`config.mk`:
```
export PLATFORM = sky130hd
export DESIGN_NAME = dc_write_ctrl
export DESIGN_NICKNAME = d
export VERILOG_FILES = /design/src/rtl/dc_write_ctrl.sv
export SDC_FILE = /design/constraint.sdc
export NUM_CORES = 1
export LEC_CHECK = 0
export ABC_CLOCK_PERIOD_IN_PS = 1400
export CAP_MARGIN = 0
export CORE_MARGIN = 5
export CORE_UTILIZATION = 31
export DETAILED_ROUTE_END_ITERATION = 8
export GPL_ROUTABILITY_DRIVEN = 0
export GPL_TIMING_DRIVEN = 0
export PLACE_DENSITY = 0.75
export SLEW_MARGIN = 10
export SYNTH_ARGS = -nofsm -noshare
export SYNTH_HDL_FRONTEND = slang
export SYNTH_SLANG_ARGS = --single-unit
```
`constraint.sdc`:
```
create_clock -name clk -period 1.4 [get_ports clk]
set_input_delay 0.28 -clock clk [delete_from_list [all_inputs] [get_ports clk]]
set_output_delay 0.28 -clock clk [all_outputs]
set_load 0.1 [all_outputs]
```
`src/rtl/dc_write_ctrl.sv`:
```
// dc_write_ctrl: write-domain side of the dual-clock buffer slice.
// Accepts producer words, steers them into the shared buffer through a
// one-hot write pointer, and uses a synchronized copy of the reader's
// one-hot read pointer to withhold ready_out while the buffer is full.
// One slot always stays empty, so usable capacity is BUFFER_DEPTH-1 words.
// Legal ranges: BUFFER_DEPTH 4..1024, SYNC_STAGES 2..3.
//
// Handshake: a word moves when valid_in && ready_out at the rising edge
// of clk. ready_out is built only from registers and rstn, never from
// valid_in. The producer keeps data_in stable while valid_in is high and
// ready_out is low.
module dc_write_ctrl #(
    parameter int DATA_WIDTH   = 32,
    parameter int BUFFER_DEPTH = 8,
    parameter int SYNC_STAGES  = 2
) (
    input  logic                    clk,
    input  logic                    rstn,
    input  logic [DATA_WIDTH-1:0]   data_in,
    input  logic                    valid_in,
    output logic                    ready_out,
    output logic [BUFFER_DEPTH-1:0] write_pointer,
    output logic [DATA_WIDTH-1:0]   write_data,
    input  logic [BUFFER_DEPTH-1:0] read_pointer,
    output logic                    full
);

    // Both sides come out of reset pointing at slot 0.
    localparam logic [BUFFER_DEPTH-1:0] PTR_RESET = BUFFER_DEPTH'(1);

    logic [BUFFER_DEPTH-1:0]                  wp_q;
    logic [BUFFER_DEPTH-1:0]                  wp_d;
    logic [BUFFER_DEPTH-1:0]                  wp_nxt;
    logic [SYNC_STAGES-1:0][BUFFER_DEPTH-1:0] sync_q;
    logic [BUFFER_DEPTH-1:0]                  rp_prev_q;
    logic [BUFFER_DEPTH-1:0]                  rp_seen;
    logic                                     full_c;
    logic                                     transfer;

    // Slot the pointer moves to on the next accepted word (rotate left).
    assign wp_nxt = {wp_q[BUFFER_DEPTH-2:0], wp_q[BUFFER_DEPTH-1]};

    // A one-hot pointer move flips two bits, so the last sync stage may
    // briefly show zero or two bits set. OR-ing it with the previous sample
    // always covers the older read position, which can only make full
    // assert earlier, never later.
    assign rp_seen  = sync_q[SYNC_STAGES-1] | rp_prev_q;
    assign full_c   = |(wp_nxt & rp_seen);
    assign full     = full_c;
    assign ready_out = rstn & ~full_c;
    assign transfer = valid_in & ready_out;

    // The buffer writes the current slot on every edge; the free slot may
    // take idle garbage, which the reader cannot see yet.
    assign write_data    = data_in;
    assign write_pointer = wp_q;

    // Next write pointer: advance only on an accepted word.
    always_comb begin
        wp_d = wp_q;
        if (transfer) begin
            wp_d = wp_nxt;
        end
    end

    // Write pointer register.
    always_ff @(posedge clk or negedge rstn) begin
        if (!rstn) begin
            wp_q <= PTR_RESET;
        end else begin
            wp_q <= wp_d;
        end
    end

    // Read-pointer synchronizer chain plus hold register for the last stage.
    always_ff @(posedge clk or negedge rstn) begin
        if (!rstn) begin
            sync_q    <= {SYNC_STAGES{PTR_RESET}};
            rp_prev_q <= PTR_RESET;
        end else begin
            sync_q[0] <= read_pointer;
            for (int s = 1; s < SYNC_STAGES; s++) begin
                sync_q[s] <= sync_q[s-1];
            end
            rp_prev_q <= sync_q[SYNC_STAGES-1];
        end
    end

    // The write pointer must always select exactly one slot.
    a_wp_onehot : assert property (@(posedge clk) disable iff (!rstn) $onehot(wp_q));

endmodule

```
After elaboration in Yosys (flattened, before gate mapping) --
Index checks and enable logic that the tools add are counted.
Word-level totals: register bits after elaboration 32, bits of input ports 43, output and inout bits 42, word-level logic and storage cells 10
Operators by class: bitwise gates (word level) 5, reduce and logical (&&, ||, !) cells 1
Operators with widths (number):
- $and 8x8->8 | 1
- $or 8x8->8 | 1
- $reduce_or 8->1 | 1
- $and 1x1->1 | 2
- $not 1->1 | 1

Longest topological paths before layout --
Gate-level depths: netlist (run 1).
word-level depth 6, gate-level depth with buffers 4, mapped depth without buffers 4

Least setup slack after synthesis (run 1) --
OpenSTA, ideal clock, no wires.
path kind register -> output, from register wp_q[7] (netlist: write_pointer[7]), to output port ready_out, arrival time 3.005 ns, required time 1.120 ns, setup slack -1.885 ns, cell stages (with the launch flop) 5, buffers on the path 0, cell sequence dfrtp_1 > o21ai_0 > nand4_1 > or2_2 > nor2_1
Between the ends: longest elaborated chain between the ends 4
Ends and longest elaborated chain:
- start: declaration | RTL line 31 | logic [BUFFER_DEPTH-1:0] wp_q;
- start signal: assignment | RTL line 71 | wp_q <= wp_d;
- $and 8x8->8 | RTL line 48 | assign full_c = |(wp_nxt & rp_seen);
- $reduce_or 8->1 | RTL line 48
- via full | RTL line 25 | output logic full
- $not 1->1 | RTL line 50 | assign ready_out = rstn & ~full_c;
- $and 1x1->1 | RTL line 50
- end: declaration | RTL line 21 | output logic ready_out,
The timed path passes the listed nets, and every way through them passes these cells.

Final worst setup path (run 1) --
from register wp_q[0] (netlist: write_pointer[0]), to output port full
Between the ends: longest elaborated chain between the ends 2
Ends and longest elaborated chain (RTL line):
- $and 8x8->8 | 48
- $reduce_or 8->1 | 48
- end: declaration | 25
Every way passes these cells.

==> results of run 1 <==
flip-flops by register name, indices dropped and copies added, names as in the netlist:
| signal | flops |
|---|---|
| sync_q | 16 |
| rp_prev_q | 8 |
| write_pointer | 8 |
metrics by stage:
stage	hold WS (ns)	setup TNS, ns	area (um^2)	total power [W]	utilization
CTS	0.0671	-2.40	2110	0.00234	0.563
detailed placement	0.336	-22.21	1860	0.00159	0.496
finish	0.0298	-2.80	2170	0.00232	0.580
floorplan	-0.0156	-4.03	1280	0.00144	-
global placement	0.333	-44.26	1860	0.00158	0.497
global route	0.0203	-5.23	2170	0.00242	0.580
path summary, 6_finish.rpt:
kind / endpoint / start / cells after the start / slack (ns)
min reg2reg: sync_q[15] / sync_q[7] / 0 / 0.35
min: sync_q[8] / rstn / 1 / 0.03
max reg2reg: write_pointer[1] / write_pointer[7] / 6 / -0.27
max: full / write_pointer[0] / 4 / -0.42
max in group asynchronous: write_pointer[7] / rstn / 2 / 0.06
min in group clk: sync_q[15] / sync_q[7] / 0 / 0.35
layout make-up:
type / count / area [um^2] / area share
Sequential cell: 32 / 836 / 0.385
Inverter: 1 / 3.75 / 0.00173
Tap cell: 48 / 60.1 / 0.0277
Multi-Input combinational cell: 22 / 239 / 0.110
Timing Repair Buffer: 64 / 692 / 0.319
Clock buffer: 8 / 100 / 0.0461
Buffer: 32 / 240 / 0.111
layer usage:
metal,routed length (um),part of all wire,track usage,vias to the layer above
li1,-,-,-,390
met1,1020,0.33,0.103,399
met2,1680,0.54,0.213,67
met3,401,0.13,0.0523,3
met4,25,0.0080,0.0246,0
met5,0,0,0,-
report_power, final:
part | switching [W] | internal, W
logic | 0.000434 | 0.000163
registers | 0.0000173 | 0.000963
clock network | 0.000296 | 0.000448
total | 0.000747 | 0.00157
placed cells by master (no fill, tap or decap), types with 2 or more instances in the layout:
cell and count:
buf_4 42, clkdlybuf4s50_1 9, mux2_4 8, dlygate4sd3_1 2, buf_6 5, clkbuf_8 7
clkdlybuf4s15_2 32, clkbuf_4 2, dfrtp_1 21, dfrtp_4 7, buf_12 3, nand4_1 2
dfstp_2 3, o21ai_2 7
cells by family (layout without fill, tap and decap cells):
group / count (synthesis) / in the layout
AO/OA/AOI/OAI: 8 / 8
buffers and inverters: 33 / 105
flip-flops: 32 / 32
multiplexers: 8 / 8
AND/OR/NAND/NOR: 6 / 6
repair_timing:
item	in CTS	in global routing
endpoints found under the hold margin	0	9
hold buffers	0	2
gates resized for setup	172	12
buffers inserted	10	2
cloned	0	0
setup endpoints to repair	50	13
pin swaps	5	4
critical path: stages (launching register included):
cell and delay (ns):
dfstp_4 0.65, o21ai_2 0.06, nand4_1 0.12, or2_4 0.15
buf_4 0.29
==> results.sh, run 1 <==
export IMPL_synth_top_area_cell="dfrtp_1"
export IMPL_outcome="finished with violations"
export IMPL_wl_per_cell_um=15.1
export IMPL_fin_ws_ns=-0.424
export IMPL_cts_root_buf="clkbuf_8"
export IMPL_syn_cell_area_um2=1220
export IMPL_ys_types=11
export IMPL_async_reset_ff_frac=1.00
export IMPL_timing_final_hold_violations=0
export IMPL_fin_cells=207
export IMPL_cts_tree="built"
export IMPL_fin_skew_ns=0.00876
export IMPL_diodes=0
export IMPL_vias=859
export IMPL_die_h_um=72.8
export IMPL_path_max_fanout=4
export IMPL_worstPathArrival_ns=1.54
export IMPL_min_period_ns=1.82
export IMPL_ys_top_cells_by_count="buf_4 (32), dfrtp_1 (28), mux2_2 (8), o21ai_0 (8), dfstp_2 (4)"
export IMPL_crit_path_end_kind="output pin"
export IMPL_hold_class="in -> async"
export IMPL_clockBufferDepth=2
export IMPL_power_leakage_nw=0.993
export IMPL_clk_pin_slew_ns=0.06
export IMPL_cap_viol_max_count=0
export IMPL_viasPerCell=4.15
export IMPL_relSlewSlack=0.463
export IMPL_grtUsageTotal=0.110
export IMPL_dpl_cell_count=187
export IMPL_ant_nets=0
export IMPL_yosys_register_bits=32
export IMPL_wl_um=3130
export IMPL_yosys_warnings=0
export IMPL_synthSimpleGateAreaFrac=0.0348
export IMPL_numCtsBuffers=5
export IMPL_synth_top_area_share=0.573
export IMPL_dp_slack_ns=-1.22
export IMPL_power_density_nw_per_um2=1070
export IMPL_fin_crit_sh=1.30
export IMPL_htree_levels=2
export IMPL_drt_initial_drc_count=2
export IMPL_coreArea_um2=3740
export IMPL_grt_max_degree=35
export IMPL_finalNetCount=201
export IMPL_cts_sinks=32
export IMPL_io_pins=85
export IMPL_nFillCells=283
export IMPL_syn_nets=130
export IMPL_globalRouteOverflowTotal=0
export IMPL_dieWidth_um=72.8
export IMPL_synth_edf_count=0
export IMPL_finalMaxSlewViolations=0
export IMPL_start_kind="flip-flop"
export IMPL_synth_compound_area_frac=0.0328
export IMPL_required_ns=1.12
export IMPL_insertion_delay_ns=0.27
export IMPL_start_util=0.327
export IMPL_io_buffers=52
export IMPL_die_area_um2=5300
export IMPL_drc=0
export IMPL_irDropWorstVdd_mv=0.821
export IMPL_ys_flop_type="dfrtp_1"
export IMPL_antenna_found_initial=0
export IMPL_synth_fa_ha_area_frac=0
export IMPL_failed_checks="setup timing"
export IMPL_tightestPinTransition_ns=0.802
export IMPL_timing_fmax_mhz=548
export IMPL_dr_pass1_iters=2
export IMPL_ys_seq_area_frac=0.659
export IMPL_synth_area_top_cells="dfrtp_1 (57%), buf_4 (20%), dfstp_2 (8.6%), mux2_2 (7.4%), o21ai_0 (3.3%)"
export IMPL_area_growth_pct=77.6
export IMPL_syn_inst=87
export IMPL_synthXorXnorAreaFrac=0
export IMPL_grt_pass1_wl_um=4370
export IMPL_synthMuxAreaShare=0.0737
export IMPL_avgSynthCellArea_um2=14.1
export IMPL_grt_pass1_vias=915
export IMPL_drive_gt1_frac=0.761
export IMPL_synth_top_family_by_area="buffers and inverters"
export IMPL_setup_violations_final=10
export IMPL_yosysMostFrequentCell="buf_4"
export IMPL_rsz0062_at_grt="yes"
export IMPL_std_cell_rows=22
export IMPL_worstSetupPathType="reg -> out"
Note: power is estimated with default switching activity, not from simulation.
==> run 2, diff against run 1 <==
--- a/config.mk
+++ b/config.mk
@@ -13,7 +13,7 @@
 export GPL_ROUTABILITY_DRIVEN = 0
 export GPL_TIMING_DRIVEN = 0
 export PLACE_DENSITY = 0.75
-export SLEW_MARGIN = 10
+export SLEW_MARGIN = 20
 export SYNTH_ARGS = -nofsm -noshare
 export SYNTH_HDL_FRONTEND = slang
 export SYNTH_SLANG_ARGS = --single-unit
==> results of run 2 <==
Same layout as run 1: the final DEF is identical, and so are final timing and power.
